[src/rtl/vec_inst_q_pkg.sv]
// Shared types for the vector instruction queue: FSM states and entry layout.
package vec_inst_q_pkg;

   localparam int unsigned VQ_XLEN = 32;

   typedef enum logic [1:0] {
      IDLE  = 2'd0,
      ISSUE = 2'd1,
      BUSY  = 2'd2
   } vq_state_e;

   typedef struct packed {
      logic [VQ_XLEN-1:0] inst;
      logic [VQ_XLEN-1:0] rs1;
      logic [VQ_XLEN-1:0] rs2;
   } vq_entry_t;

endpackage

[src/rtl/vec_sync_fifo.sv]
// In-order entry storage with occupancy tracking and a synchronous clear.
module vec_sync_fifo #(
   parameter int unsigned DEPTH = 4,
   parameter int unsigned WIDTH = 96
) (
   input  logic                         clk,
   input  logic                         n_rst,
   input  logic                         clr_i,
   input  logic                         push_i,
   input  logic                         pop_i,
   input  logic [WIDTH-1:0]             wdata_i,
   output logic [WIDTH-1:0]             rdata_o,
   output logic [$clog2(DEPTH+1)-1:0]   count_o,
   output logic                         full_o,
   output logic                         empty_o
);

   localparam int unsigned PTR_W = $clog2(DEPTH);
   localparam int unsigned CNT_W = $clog2(DEPTH+1);

   logic [WIDTH-1:0] mem_q [DEPTH];
   logic [PTR_W-1:0] wr_ptr_q, wr_ptr_d;
   logic [PTR_W-1:0] rd_ptr_q, rd_ptr_d;
   logic [CNT_W-1:0] count_q, count_d;
   logic             do_push;
   logic             do_pop;

   // A full queue never accepts, even if the head leaves in the same cycle.
   assign full_o  = (count_q == CNT_W'(DEPTH));
   assign empty_o = (count_q == '0);
   assign do_push = push_i && !full_o && !clr_i;
   assign do_pop  = pop_i && !empty_o && !clr_i;
   assign count_o = count_q;
   assign rdata_o = mem_q[rd_ptr_q];

   // Next pointers and occupancy; clear overrides any push/pop.
   always_comb begin
      wr_ptr_d = wr_ptr_q;
      rd_ptr_d = rd_ptr_q;
      count_d  = count_q;
      if (clr_i) begin
         wr_ptr_d = '0;
         rd_ptr_d = '0;
         count_d  = '0;
      end else begin
         if (do_push) wr_ptr_d = wr_ptr_q + PTR_W'(1);
         if (do_pop)  rd_ptr_d = rd_ptr_q + PTR_W'(1);
         if (do_push && !do_pop)      count_d = count_q + CNT_W'(1);
         else if (!do_push && do_pop) count_d = count_q - CNT_W'(1);
      end
   end

   // Pointer and occupancy registers.
   always_ff @(posedge clk or negedge n_rst) begin
      if (!n_rst) begin
         wr_ptr_q <= '0;
         rd_ptr_q <= '0;
         count_q  <= '0;
      end else begin
         wr_ptr_q <= wr_ptr_d;
         rd_ptr_q <= rd_ptr_d;
         count_q  <= count_d;
      end
   end

   // Entry storage; contents are don't-care until written.
   always_ff @(posedge clk) begin
      if (do_push) mem_q[wr_ptr_q] <= wdata_i;
   end

endmodule

[src/rtl/vec_inst_queue.sv]
// Decoupling queue between the scalar core and the vector datapath:
// buffers instructions with operands and presents the head one at a time.
module vec_inst_queue
   import vec_inst_q_pkg::*;
#(
   parameter int unsigned DEPTH = 4,
   parameter int unsigned XLEN  = VQ_XLEN
) (
   input  logic                         clk,
   input  logic                         n_rst,
   input  logic                         sp_valid,
   output logic                         sp_ready,
   input  logic [XLEN-1:0]              sp_inst,
   input  logic [XLEN-1:0]              sp_rs1,
   input  logic [XLEN-1:0]              sp_rs2,
   input  logic                         flush,
   output logic [XLEN-1:0]              instruction,
   output logic [XLEN-1:0]              rs1_data,
   output logic [XLEN-1:0]              rs2_data,
   output logic                         issue,
   input  logic                         is_vec,
   input  logic                         inst_done,
   output logic                         retire,
   output logic                         illegal_inst,
   output logic [$clog2(DEPTH+1)-1:0]   count
);

   localparam int unsigned CNT_W = $clog2(DEPTH+1);

   vq_state_e        state_q, state_d;
   logic             ready_q;
   vq_entry_t        wr_entry;
   vq_entry_t        head;
   logic             fifo_full;
   logic             fifo_empty;
   logic             pop_c;
   logic             issue_c;
   logic             retire_c;
   logic             illegal_c;
   logic [CNT_W-1:0] fifo_count;

   assign wr_entry = '{inst: sp_inst, rs1: sp_rs1, rs2: sp_rs2};

   // Ready stays low until the first clock after reset release, and during flush.
   assign sp_ready = ready_q && !fifo_full && !flush;

   vec_sync_fifo #(
      .DEPTH (DEPTH),
      .WIDTH ($bits(vq_entry_t))
   ) u_fifo (
      .clk     (clk),
      .n_rst   (n_rst),
      .clr_i   (flush),
      .push_i  (sp_valid && sp_ready),
      .pop_i   (pop_c),
      .wdata_i (wr_entry),
      .rdata_o (head),
      .count_o (fifo_count),
      .full_o  (fifo_full),
      .empty_o (fifo_empty)
   );

   // Ready-enable register: arms acceptance one cycle after reset release.
   always_ff @(posedge clk or negedge n_rst) begin
      if (!n_rst) ready_q <= 1'b0;
      else        ready_q <= 1'b1;
   end

   // FSM state register.
   always_ff @(posedge clk or negedge n_rst) begin
      if (!n_rst) state_q <= IDLE;
      else        state_q <= state_d;
   end

   // Next state, pop request and event pulses; flush drops the head silently.
   always_comb begin
      state_d   = state_q;
      pop_c     = 1'b0;
      issue_c   = 1'b0;
      retire_c  = 1'b0;
      illegal_c = 1'b0;
      case (state_q)
         IDLE: begin
            if (!fifo_empty) state_d = ISSUE;
         end
         ISSUE: begin
            issue_c = 1'b1;
            if (!is_vec) begin
               illegal_c = 1'b1;
               pop_c     = 1'b1;
               state_d   = (fifo_count > CNT_W'(1)) ? ISSUE : IDLE;
            end else begin
               state_d   = BUSY;
            end
         end
         BUSY: begin
            if (inst_done) begin
               retire_c = 1'b1;
               pop_c    = 1'b1;
               state_d  = (fifo_count > CNT_W'(1)) ? ISSUE : IDLE;
            end
         end
         default: state_d = IDLE;
      endcase
      if (flush) begin
         state_d   = IDLE;
         pop_c     = 1'b0;
         retire_c  = 1'b0;
         illegal_c = 1'b0;
      end
   end

   assign issue        = issue_c;
   assign retire       = retire_c;
   assign illegal_inst = illegal_c;
   assign count        = fifo_count;

   // Head operands are visible only while an entry is being issued or executed.
   assign instruction = (state_q != IDLE) ? head.inst : '0;
   assign rs1_data    = (state_q != IDLE) ? head.rs1  : '0;
   assign rs2_data    = (state_q != IDLE) ? head.rs2  : '0;

endmodule
[config.mk]
export PLATFORM = sky130hd
export DESIGN_NAME = vec_inst_queue
export DESIGN_NICKNAME = d
export VERILOG_FILES = /design/src/rtl/vec_inst_q_pkg.sv /design/src/rtl/vec_sync_fifo.sv /design/src/rtl/vec_inst_queue.sv
export SDC_FILE = /design/constraint.sdc
export NUM_CORES = 1
export LEC_CHECK = 0
export CORE_UTILIZATION = 50
export DETAILED_ROUTE_END_ITERATION = 12
export DONT_BUFFER_PORTS = 1
export HOLD_SLACK_MARGIN = 0.08
export PLACE_DENSITY = 0.73
export SLEW_MARGIN = 20
export SYNTH_ARGS = -nofsm -noshare
export SYNTH_HDL_FRONTEND = slang
export SYNTH_HIERARCHICAL = 1
export SYNTH_SLANG_ARGS = --single-unit
[constraint.sdc]
create_clock -name clk -period 10.7 [get_ports clk]
set_input_delay 3.21 -clock clk [delete_from_list [all_inputs] [get_ports clk]]
set_output_delay 3.21 -clock clk [all_outputs]
set_load 0.005 [all_outputs]
Word-level counts from Yosys, hierarchy flattened. Memory sizes are Yosys's and may differ from the RTL's. Cells that the tools add are included. Widths: inputs -> output; s select.

Logic and storage cells: 64. Output and inout port bits: 103. Input port bits: 102. Flip-flop bits (word level): 10. Memories: 1. RAM bits: 384.

Memories: u_fifo.mem_q (words 4, bits a word 96, rd ports 1, clocked after Yosys merged registers in 0, wr ports 1, RTL line vec_sync_fifo.sv:21) `logic [WIDTH-1:0] mem_q [DEPTH];`.

Equality and inequality tests: 5. Order comparisons: 1. Reductions and logical operators: 21. Add/sub/neg operators: 4. Multiplexer cells: 27.

Operator list (count): $mux 32 (3); $mux 2 (8); $mux 1 (11); $logic_and 1x1->1 (9); $mux 3 (3); $ne 3x3->1 const B (2); $pmux 2 s3 (1); $reduce_bool 2->1 (3); $logic_not 1->1 (5); $add 2x1->2 const B (2); $add 3x1->3 const B (1); $eq 3x3->1 const B (1); $gt 3x1->1 const B (1); $logic_not 3->1 (1); $reduce_bool 3->1 (1); $sub 3x1->3 const B (1); $eq 2x1->1 const B (1); $eq 2x2->1 const B (1); $logic_not 2->1 (1); $pmux 1 s2 (1); $reduce_and 2->1 (1).

Logic depth before layout (Yosys ltp).
Depth in word-level cells: 12. Mapped depth: 11. Depth with buffers taken out: 10.

Modules after synthesis. The synthesis kept the hierarchy.

By module, submodules not included: vec_sync_fifo (seq. area each 11706.2 µm², times used 1, cells each 562, area each 14391.3 µm²); vec_inst_queue (seq. area each 75.1 µm², times used 1, cells each 138, area each 905.9 µm²).

Worst setup path before layout. OpenSTA, ideal clock, no wires.

Kind: input to register. From: input flush. To: memory u_fifo.mem_q[0][0], enable pin. Data arrival time: 6.380 ns. Path slack: 3.855 ns. Required time: 10.234 ns. Path buffers: 0. Cell stages on the path: 5. Library setup time: 0.466 ns. Cells stage by stage: nor3b_1 > and2_1 > inv_1 > nor3_1 > and2_1.

Cells in the longest elaborated chain, start to end: 7.

Ends and longest elaborated chain: from (decl) (RTL line vec_inst_queue.sv:16) `input logic flush,`; $logic_not 1->1 (*) (RTL line vec_sync_fifo.sv:31, vec_inst_queue.sv:45); $logic_and 1x1->1 (RTL line vec_inst_queue.sv:45) `assign sp_ready = ready_q && !fifo_full && !flush;`; $logic_and 1x1->1 (RTL line vec_inst_queue.sv:54) `.push_i (sp_valid && sp_ready),`; $logic_and 1x1->1 (RTL line vec_sync_fifo.sv:31) `assign do_push = push_i && !full_o && !clr_i;`; $logic_and 1x1->1 (*) (RTL line vec_sync_fifo.sv:31); $mux 1 (*) (RTL line vec_sync_fifo.sv:68) `if (do_push) mem_q[wr_ptr_q] <= wdata_i;`; $mux 1 (implied by the code) (*) (RTL line vec_sync_fifo.sv:68); to (decl) (RTL line vec_sync_fifo.sv:21).

Every way passes the cells marked *; elsewhere a longest branch is shown, timed or not.

Worst setup path after layout.
From: input flush. To: output sp_ready.

Cells in the longest elaborated chain, start to end: 2.

Ends and longest elaborated chain: $logic_not 1->1 (RTL line vec_inst_queue.sv:45); $logic_and 1x1->1 (RTL line vec_inst_queue.sv:45); to (decl) (RTL line vec_inst_queue.sv:12) `output logic sp_ready,`.

Every way passes these cells.

==> results.yml <==
critical_path:
  cp-end-kind: "primary output"
  worst-r2r-cell-count: 7
  start_kind: "input port"
  critical_path_depth: 1
  r2r_end: "u_fifo/mem_q[3][66]"
  crit_start: "flush"
  critical-path-max-stage-delay_ns: 0.35
  critPathMaxFanout: 18
  crit_end: "sp_ready"
  cp_top_family: "simple AND/OR/NAND/NOR gates"
  regToRegSetupSlack_ns: 6.71
  rr_startpoint: "u_fifo/count_o[2]"
  slowest_stage: "nor3b_1"
  cp.arrival_ns: 3.56
  path_cells: "nor3b_1"
  required_ns: 7.49
  worst-path-buf-inv: 0
  crit_type: "in2out"
synthesis:
  synth_cells: 700
  synth_top_area_frac: 0.7538
  syn_nets: 811
  synth.area.mux_share: 0.1441
  syn_avg_cell_area_um2: 21.85
  yosysWarnings: 6
  ys_async_sr_fraction: 0.02538
  ys_seq_elements: 394
  synth_xor_area_frac: 0.001145
  yosys-top-cells-area: "edfxtp_1, mux4_2, nor2b_1"
  synth_edf_count: 384
  synth_cell_type_count: 41
  synth_top_family_by_area: "multiplexers"
  synth_compound_area_frac: 0.007607
  synth_common_cells: "edfxtp_1, mux4_2, nor2b_1"
  syn_area_um2: 15300
  yosys.area_share.simple: 0.05341
  synthAdderAreaFrac: 0.007852
  yosysMostFrequentCell: "edfxtp_1"
  ys_seq_area_frac: 0.7702
  synth_largest_area_cell: "edfxtp_1"
  ys.flop_type: "edfxtp_1"
finish:
  area_growth_pct: 11.20
  diodes: 0
  fin_area_um2: 17010
  multi_input_area_um2: 3302
  drive_gt1_frac: 0.2385
  seq_area_um2: 11790
  fin_nets: 824
  fill_cells: 2165
hold_path:
  worst_hold_path_type: "reg2reg"
  min-delay-start: "state_q[0]"
cts:
  cts_inserted_buffers: 40
  cts_buffer_depth: 3
  clockRootBuffer: "clkbuf_16"
  clock_sinks: 394
  post_cts_resized: 0
  clk_pin_slew_worst_paths_ns: 0.06
  cts_tree: "built"
  clkLatencyLatePin_ns: 0.53
  cts_setup_buffers: 0
  cts_max_level: 2
  ctsHoldBuffers: 0
sta:
  rsz0062_at_grt: "false"
  skew_ns: 0.01879
  min_period_over_period: 0.6324
  worst_slack_ns: 3.933
  setup-violations-final: 0
  fmax_mhz: 147.8
  hold_slack_ns: 0.6009
  tightest_slew_ns: 0.8945
  maxSlewViolCount: 0
  finalHoldViolCount: 0
  slew_headroom: 0.4036
  fin_crit_ns: 6.767
  fin_tns_setup_ns: 0
drt:
  first_pass_iters: 4
  drt_iter0_drc: 442
  wl_mm: 28.08
  drc: 0
  ant_nets: 0
  viasPerCell: 5.828
  vias: 6597
  post_drt_wl_per_cell_um: 24.81
floorplan:
  placeableCoreArea_um2: 29870
  dieArea_um2: 31300
  initial_core_util: 0.5120
  dieWidth_um: 176.9
  io_pins: 205
  rows: 63
  die_y_um: 176.9
power:
  max-vdd-ir-drop_uv: 140.9
  leakagePower_nw: 5.157
  power_density_nw_per_um2: 191.7
job:
  drv_cap: 0
global_route:
  grt_first_pass_wirelength_mm: 42.48
  grt-ovfl-total: 0
  antenna_found_initial: 0
  grt_start_max_net_pins: 100
  grtUsageTotal: 0.1836
  grt_pass1_vias: 7377
placed_design:
  io_buffers: 0
  post-place-ws_ns: 3.935
  dp_hpwl_mm: 16.40
  placed_area_um2: 15670
  gp_congestion: 0.7561
status:
  status: "finished clean"
==> sequential cells by signal (all words and copies together) (netlist names) <==
name             count
u_fifo/rd_ptr_q      2
state_q              2
u_fifo/mem_q       384
ready_q              1
u_fifo/count_o       3
u_fifo/wr_ptr_q      2
==> layout by cell type (no fill, tap or decap), drive strengths merged <==
cell type,n
o2bb2ai,1
or4,1
a311oi,1
conb,1
o21ai,3
dfrtp,10
nor4,2
mux2,2
ha,8
o21a,1
nand2b,3
o31ai,1
xor2,2
bufinv,6
and2,6
a21oi,5
nor3b,2
buf,8
a21bo,1
o311a,1
nand2,2
nor4bb,1
mux4,96
inv,9
nand3b,3
or3,1
nor2b,96
mux2i,2
nor3,3
nor2,13
clkinv,14
a221oi,1
fa,1
o311ai,1
and2b,1
clkbuf,49
edfxtp,384
==> area by class of cell <==
class,instances,share of cell area
repair buffers,8,0.003751
inverters,7,0.001545
clock buffers,49,0.06326
multi-input cells,262,0.1941
flip-flops and latches,394,0.6930
clock inverters,22,0.01559
well taps,390,0.02869
==> tightest hold or removal path, cell delays in order (launching register included) <==
cell and delay [ns]:
dfrtp_1 0.41, nand2b_1 0.09, o2bb2ai_1 0.07
==> metal layers <==
layer  track usage  routed length, µm
met5             0                  0
met4       0.05460                512
met3       0.07453               2877
met2        0.3029              13800
met1        0.2223              10890
==> power by group <==
| group | switching [W] | total, W | internal (W) |
|---|---|---|---|
| clock network | 0.000547 | 0.00141 | 0.000860 |
| logic | 0.000101 | 0.000141 | 0.0000394 |
| registers | 0.00000574 | 0.00171 | 0.00171 |
==> worst min-delay path by stage <==
stage	end	slack, ns	cells past startpoint
3_3_place_gp	state_q[1]	0.57	2
2_1_floorplan	state_q[1]	0.55	2
3_5_place_dp	state_q[0]	0.59	2
4_1_cts	state_q[0]	0.60	2
6_report	state_q[0]	0.60	2
5_1_grt	state_q[0]	0.64	2
==> logic make-up (layout without fill, tap and decap cells) <==
logic type | after synthesis | in the layout
fa+ha+maj | 9 | 9
xor+xnor | 2 | 2
flops | 394 | 394
compound gates | 16 | 16
buf+inv | 44 | 86
simple gates | 134 | 134
other cells | 1 | 1
mux | 100 | 100
==> metrics by stage <==
stage	cells	util	power [W]
floorplan	700	-	0.001848
global placement	1061	0.5244	0.001883
detailed placement	1061	0.5244	0.001890
CTS	1132	0.5693	0.003291
global route	1132	0.5694	0.003358
finish	1132	0.5694	0.003260
No activity file was read; power rests on OpenSTA's default activity.
